`src/rtl/fft_output_sequencer.sv`:
```
// fft_output_sequencer
//
// Streams a completed N-point in-place FFT result out of two half-size
// memory banks as samples k = 0..N-1 on a valid/ready interface.
// For each k the memory index is m = bitrev(k), or m = k in natural
// order. The bank is the parity of m and the bank address is m[R-2:0].
// Reads are pipelined against a fixed RAM latency. A credit scheme
// bounds the reads so the small output FIFO can never overflow.
//
// Optional feature (macro FFT_OUT_INDEX_EN):
//   When defined, adds o_tx_index, the sample index k of the FIFO head.
//   The index is carried through the read pipe and FIFO with the data.
//
// Ports:
//   i_clk, i_rst_n            clock, asynchronous active-low reset
//   i_start                   start pulse, honoured only in idle
//   i_abort                   synchronous flush back to idle
//   i_natural                 order select, latched at start
//   o_busy, o_done            frame in progress / one-cycle completion pulse
//   o_m0_*, i_m0_rdata        bank0 read port
//   o_m1_*, i_m1_rdata        bank1 read port
//   o_tx_data/valid/last      output stream; i_tx_ready is downstream accept
//   o_tx_index                (FFT_OUT_INDEX_EN only) sample index k
module fft_output_sequencer #(
  parameter int N      = 32,
  parameter int R      = 5,
  parameter int DW     = 32,
  parameter int RD_LAT = 1
) (
  input  logic          i_clk,
  input  logic          i_rst_n,
  input  logic          i_start,
  input  logic          i_abort,
  input  logic          i_natural,
  output logic          o_busy,
  output logic          o_done,
  output logic          o_m0_r_en,
  output logic [R-2:0]  o_m0_addr,
  input  logic [DW-1:0] i_m0_rdata,
  output logic          o_m1_r_en,
  output logic [R-2:0]  o_m1_addr,
  input  logic [DW-1:0] i_m1_rdata,
  output logic [DW-1:0] o_tx_data,
  output logic          o_tx_valid,
  input  logic          i_tx_ready,
  output logic          o_tx_last
`ifdef FFT_OUT_INDEX_EN
  ,
  output logic [R-1:0]  o_tx_index
`endif
);

  localparam int DEPTH = RD_LAT + 1;
  localparam int PW    = $clog2(DEPTH);
  localparam int CW    = $clog2(DEPTH + 1);
  localparam logic [R-1:0] LAST_IDX = R'(N - 1);

  typedef enum logic [1:0] {ST_IDLE, ST_RUN, ST_DRAIN, ST_DONE} state_e;

  state_e         state_q, state_d;
  logic           natural_q, natural_d;
  logic [R-1:0]   iss_cnt_q, iss_cnt_d;
  logic [R-1:0]   out_cnt_q, out_cnt_d;
  logic [R-2:0]   m0_addr_q, m1_addr_q;

  logic           pipe_vld_q  [RD_LAT];
  logic           pipe_bank_q [RD_LAT];
  logic [DW-1:0]  fifo_data_q [DEPTH];
  logic [PW-1:0]  wr_ptr_q, rd_ptr_q;
  logic [CW-1:0]  count_q, count_d;

`ifdef FFT_OUT_INDEX_EN
  logic [R-1:0]   pipe_idx_q  [RD_LAT];
  logic [R-1:0]   fifo_idx_q  [DEPTH];
`endif

  logic [R-1:0]   mem_idx;
  logic           rd_bank;
  logic           issue;
  logic           credit_ok;
  int             inflight;
  logic           fifo_nempty;
  logic           pop;
  logic           push;
  logic [DW-1:0]  push_data;

  function automatic logic [R-1:0] bitrev(input logic [R-1:0] v);
    logic [R-1:0] r;
    for (int i = 0; i < R; i++) r[i] = v[R-1-i];
    return r;
  endfunction

  function automatic logic [PW-1:0] ptr_inc(input logic [PW-1:0] p);
    return (p == PW'(DEPTH - 1)) ? '0 : p + 1'b1;
  endfunction

  assign fifo_nempty = (count_q != '0);
  assign pop         = fifo_nempty && i_tx_ready;
  assign push        = pipe_vld_q[RD_LAT-1];
  assign push_data   = pipe_bank_q[RD_LAT-1] ? i_m1_rdata : i_m0_rdata;

  // Credit counts the sample leaving this cycle, so a full pipeline with
  // ready held high still issues one read per cycle.
  always_comb begin
    mem_idx  = natural_q ? iss_cnt_q : bitrev(iss_cnt_q);
    rd_bank  = ^mem_idx;
    inflight = 0;
    for (int i = 0; i < RD_LAT; i++) inflight += int'(pipe_vld_q[i]);
    credit_ok = (int'(count_q) + inflight) < (DEPTH + int'(pop));
    issue     = (state_q == ST_RUN) && !i_abort && credit_ok;
  end

  always_comb begin
    state_d   = state_q;
    natural_d = natural_q;
    iss_cnt_d = iss_cnt_q;
    out_cnt_d = out_cnt_q;
    if (pop && (out_cnt_q != LAST_IDX)) out_cnt_d = out_cnt_q + 1'b1;
    if (i_abort) begin
      state_d = ST_IDLE;
    end else begin
      case (state_q)
        ST_IDLE: begin
          if (i_start) begin
            state_d   = ST_RUN;
            natural_d = i_natural;
            iss_cnt_d = '0;
            out_cnt_d = '0;
          end
        end
        ST_RUN: begin
          if (issue) begin
            if (iss_cnt_q == LAST_IDX) state_d = ST_DRAIN;
            else iss_cnt_d = iss_cnt_q + 1'b1;
          end
        end
        ST_DRAIN: begin
          if (pop && (out_cnt_q == LAST_IDX)) state_d = ST_DONE;
        end
        ST_DONE:  state_d = ST_IDLE;
        default:  state_d = ST_IDLE;
      endcase
    end
  end

  always_comb begin
    case ({push, pop})
      2'b10:   count_d = count_q + 1'b1;
      2'b01:   count_d = count_q - 1'b1;
      default: count_d = count_q;
    endcase
  end

  // Control state: FSM, counters, held addresses, pipe valids, FIFO pointers.
  always_ff @(posedge i_clk or negedge i_rst_n) begin
    if (!i_rst_n) begin
      state_q   <= ST_IDLE;
      natural_q <= 1'b0;
      iss_cnt_q <= '0;
      out_cnt_q <= '0;
      m0_addr_q <= '0;
      m1_addr_q <= '0;
      wr_ptr_q  <= '0;
      rd_ptr_q  <= '0;
      count_q   <= '0;
      for (int i = 0; i < RD_LAT; i++) pipe_vld_q[i] <= 1'b0;
    end else begin
      state_q   <= state_d;
      natural_q <= natural_d;
      iss_cnt_q <= iss_cnt_d;
      out_cnt_q <= out_cnt_d;
      if (o_m0_r_en) m0_addr_q <= mem_idx[R-2:0];
      if (o_m1_r_en) m1_addr_q <= mem_idx[R-2:0];
      if (i_abort) begin
        wr_ptr_q <= '0;
        rd_ptr_q <= '0;
        count_q  <= '0;
        for (int i = 0; i < RD_LAT; i++) pipe_vld_q[i] <= 1'b0;
      end else begin
        pipe_vld_q[0] <= issue;
        for (int i = 1; i < RD_LAT; i++) pipe_vld_q[i] <= pipe_vld_q[i-1];
        if (push) wr_ptr_q <= ptr_inc(wr_ptr_q);
        if (pop)  rd_ptr_q <= ptr_inc(rd_ptr_q);
        count_q <= count_d;
      end
    end
  end

  // Data path: bank tags and FIFO storage are qualified by the valids above.
  always_ff @(posedge i_clk) begin
    pipe_bank_q[0] <= rd_bank;
    for (int i = 1; i < RD_LAT; i++) pipe_bank_q[i] <= pipe_bank_q[i-1];
    if (push) fifo_data_q[wr_ptr_q] <= push_data;
`ifdef FFT_OUT_INDEX_EN
    pipe_idx_q[0] <= iss_cnt_q;
    for (int i = 1; i < RD_LAT; i++) pipe_idx_q[i] <= pipe_idx_q[i-1];
    if (push) fifo_idx_q[wr_ptr_q] <= pipe_idx_q[RD_LAT-1];
`endif
  end

  assign o_busy     = (state_q == ST_RUN) || (state_q == ST_DRAIN);
  assign o_done     = (state_q == ST_DONE);
  assign o_m0_r_en  = issue && !rd_bank;
  assign o_m1_r_en  = issue && rd_bank;
  // The idle bank's address holds its last issued value.
  assign o_m0_addr  = o_m0_r_en ? mem_idx[R-2:0] : m0_addr_q;
  assign o_m1_addr  = o_m1_r_en ? mem_idx[R-2:0] : m1_addr_q;
  assign o_tx_valid = fifo_nempty;
  // Data is gated so the stream reads zero whenever nothing is valid.
  assign o_tx_data  = fifo_nempty ? fifo_data_q[rd_ptr_q] : '0;
  assign o_tx_last  = fifo_nempty && (out_cnt_q == LAST_IDX);
`ifdef FFT_OUT_INDEX_EN
  assign o_tx_index = fifo_nempty ? fifo_idx_q[rd_ptr_q] : '0;
`endif

endmodule

```
`config.mk`:
```
export PLATFORM = sky130hd
export DESIGN_NAME = fft_output_sequencer
export DESIGN_NICKNAME = d
export VERILOG_FILES = /design/src/rtl/fft_output_sequencer.sv
export SDC_FILE = /design/constraint.sdc
export NUM_CORES = 1
export LEC_CHECK = 0
export ABC_AREA = 1
export BUFFER_PORTS_ARGS = -buffer_cell sky130_fd_sc_hd__buf_4
export CAP_MARGIN = 20
export CORE_ASPECT_RATIO = 1.5
export CORE_UTILIZATION = 53
export CTS_CLUSTER_SIZE = 28
export DETAILED_ROUTE_END_ITERATION = 8
export PLACE_DENSITY = 0.91
export SYNTH_ARGS = -nofsm -noshare
export SYNTH_HDL_FRONTEND = slang
export SYNTH_SLANG_ARGS = --single-unit
export TNS_END_PERCENT = 50
```
`constraint.sdc`:
```
create_clock -name i_clk -period 2.9 [get_ports i_clk]
set_input_delay 0.58 -clock i_clk [delete_from_list [all_inputs] [get_ports i_clk]]
set_output_delay 0.58 -clock i_clk [all_outputs]
set_load 0.01 [all_outputs]
```
==> impl_metrics.tcl <==
set metrics [dict create \
    initial_utilization 0.549 \
    power_density_nw_per_um2 933 \
    routed_wire_length_per_instance_um 15.5 \
    largest_net_degree_at_the_start_of_global_routing 33 \
    tightestPinTransition_ns 0.935 \
    floorplan.die.height_um 114 \
    clkLatencyLatePin_ns 0.33 \
    drtPass1Iterations 5 \
    vias 3520 \
    critical_path_capture_point_type "output pin" \
    syn-instance-count 433 \
    worst_reg_to_reg_path_cell_count 9 \
    cts_root_buf "sky130_fd_sc_hd__clkbuf_16" \
    critPathKind "flip-flop to output pin" \
    place.gp.congestion 0.892 \
    ys_ff_latch 91 \
    run_status "completed" \
    max-slew-margin-rel 0.375 \
    clkTransAtPathRegs_ns 0.06 \
    post-route-cell-area_um2 5720 \
    postSynthNetCount 513 \
    finalSetupTns_ns 0 \
    post_dp_cell_area_um2 5400 \
    timing.final.crit_period_ns 2.80 \
    placement_rows 40 \
    power.total_mw 5.34 \
    max_cap_viol_count 0 \
    fillerInstances 562 \
    numPortBuffers 115 \
    timing.critical_path.arrival_ns 2.22 \
    maxSlewViolCount 0 \
    cp_cell_sequence "ha_1 > ha_1 > o21ai_2 > nand2_2 > nor2_4 > buf_4 > nand3_1 > nand2_1 > buf_4" \
    hp-class "input port to asynchronous set/reset pin" \
    synth_area_um2 4420 \
    finalNetCount 631 \
    dpl.cell_count 642 \
    dpl.hpwl_um 7330 \
    global_route.usage.total 0.244 \
    viasPerCell 5.33 \
    final.setup_skew_ns 0.00414 \
    synth_compound_gate_area_share 0.0569 \
    hold_viol_final 0 \
    share_of_cells_above_drive_strength_1 0.333 \
    yosys.area_share.xor_xnor 0.00396 \
    fin_crit_sh 0.966 \
    area.growth.synth_to_final_pct 29.4 \
    yosys.area_share.simple 0.198 \
    syn_avg_cell_area_um2 10.2 \
    coreArea_um2 8060 \
    cp_max_fo 8 \
    grt_pass1_wl_um 16400 \
    cp_num_buf_inv 2 \
    crit_path_max_incr_delay_ns 0.44 \
    fmaxAchievable_ghz 0.357 \
    initial_antenna_violation_count 0 \
    first_iter_violations 238 \
    synth.yosys.seq_area_share 0.586 \
    post_synth_mux_area_share 0.0815 \
    detail_route.drc_violations 0 \
    clock_tree.buffer_depth 2 \
    grt.overflow.total 0 \
    reg2reg_setup_slack_ns 0.89 \
    numCtsBuffers 9 \
    crit_cells 9 \
    critPathSlowestCell "sky130_fd_sc_hd__dfrtp_1" \
    ir_worst_vdd_mv 0.825 \
    static-leakage-power_nw 2.56 \
    synth_top_family_by_area "simple AND/OR/NAND/NOR gates" \
    cts_tree "yes" \
    yosys.cell_types.count 32 \
    cts.sinks 91 \
    synthesis.yosys.warnings 0 \
    antennaDiodeCount 0 \
    h_tree_levels 3 \
    cpLargestDelayFamily "simple AND/OR/NAND/NOR gates" \
    final_cells 661 \
    synthAdderAreaFrac 0.0283 \
    drtAntennaViolNets 0 \
    detail_route.wirelength_um 10200 \
    die_x_um 76.6 \
    die_area_um2 8720 \
    grt_pass1_vias 3657 \
    ios 116 \
    cp_data_required_time_ns 2.32 \
    worst_setup_path_start_kind "flip-flop" \
    finalSetupViolations 0 \
]
-- through the flow --
stage | worst slack [ns] | utilization | hold slack (ns)
after floorplan | 0.681 | - | 0.284
after global placement | 0.556 | 0.670 | 0.459
after detailed placement | 0.377 | 0.670 | 0.463
after CTS | 0.0222 | 0.706 | 0.140
after global routing | -0.000610 | 0.710 | 0.162
final | 0.0984 | 0.710 | 0.140
-- registers in the layout (all words and copies together), names as in the netlist --
signal	flops
count_q	2
fifo_data_q	64
iss_cnt_q	5
m0_addr_q	4
m1_addr_q	4
natural_q	1
out_cnt_q	5
pipe_bank_q	1
pipe_vld_q	1
rd_ptr_q	1
state_q	2
wr_ptr_q	1
-- worst register-to-register path, stage by stage, from the launching register on --
cell and delay (ns):
sky130_fd_sc_hd__dfrtp_1 0.42, sky130_fd_sc_hd__inv_1 0.14, sky130_fd_sc_hd__ha_1 0.22, sky130_fd_sc_hd__inv_1 0.07, sky130_fd_sc_hd__nor3_2 0.37, sky130_fd_sc_hd__inv_1 0.16
sky130_fd_sc_hd__nand2_1 0.20, sky130_fd_sc_hd__nand2_1 0.16, sky130_fd_sc_hd__nand2_1 0.10, sky130_fd_sc_hd__nand2_1 0.06
-- cell families (layout without fill, tap and decap cells) --
logic type / after synthesis / in the layout
AND/OR/NAND/NOR: 200 / 200
flip-flops: 91 / 91
AO/OA/AOI/OAI: 49 / 49
buffers and inverters: 49 / 172
multiplexers: 32 / 32
adder cells (fa/ha/maj): 10 / 10
XOR/XNOR: 2 / 2
-- layout by cell type (no fill, tap or decap), drive strengths merged, types with 4 or more instances in the layout --
cell type,count
nand2,143
buf,124
edfxtp,64
a21oi,35
mux2,32
inv,31
nand3,28
dfrtp,26
nor2,21
o21ai,13
ha,10
clkbuf,9
clkinv,7
nand4,4
-- power breakdown --
group	internal (mW)	leakage, nW	switching (mW)
combinational	0.974	1.49	1.38
clock	0.655	0.139	0.447
sequential	1.73	0.937	0.156
total	3.35	2.56	1.98
-- Yosys cell counts, drive strengths merged --
| cell | number | area (um2) |
|---|---|---|
| a21oi | 35 | 175 |
| edfxtp | 64 | 1920 |
| nor3 | 2 | 15.0 |
| nand3 | 28 | 168 |
| clkinv | 1 | 3.75 |
| clkbuf | 11 | 41.3 |
| buf | 6 | 38.8 |
| inv | 31 | 116 |
| xnor2 | 1 | 8.76 |
| nand4 | 4 | 25.0 |
| o21ai | 13 | 68.8 |
| nand3b | 2 | 15.0 |
| o21a | 1 | 7.51 |
| ha | 10 | 125 |
| nand2 | 143 | 562 |
| dfxtp | 1 | 20.0 |
| xor2 | 1 | 8.76 |
| nor2 | 21 | 88.8 |
| mux2 | 32 | 360 |
| dfrtp | 26 | 651 |
-- repair_timing --
item / 4_1_cts / 5_1_grt
hold buffers: 0 / 0
resized for setup: 0 / 2
buffers inserted: 0 / 3
endpoints found under the setup margin: 0 / 9
-- final timing paths --
kind,startpoint,to
setup / recovery,count_q[0],o_m0_addr[0]
hold / removal,i_rst_n,m1_addr_q[0]
setup reg to reg,state_q[1],iss_cnt_q[2]
hold reg to reg,m1_addr_q[2],m1_addr_q[2]
max in group asynchronous,i_rst_n,rd_ptr_q
min in group i_clk,m1_addr_q[2],m1_addr_q[2]
-- layout make-up --
class,count,area (um2),area share
flip-flops and latches,91,2590,0.453
repair buffers,124,943,0.165
inverters,32,120,0.0210
clock inverters,7,58.8,0.0103
multi-input cells,293,1650,0.288
well taps,105,131,0.0230
clock buffers,9,225,0.0394
-- routing by layer --
| layer | global-route usage | share of wire | vias to the layer above |
|---|---|---|---|
| li1 | - | - | 1704 |
| met1 | 0.254 | 0.36 | 1660 |
| met2 | 0.465 | 0.57 | 137 |
| met3 | 0.0512 | 0.051 | 19 |
| met4 | 0.113 | 0.019 | 0 |
| met5 | 0 | 0 | - |
(Power assumes the default switching activity.)
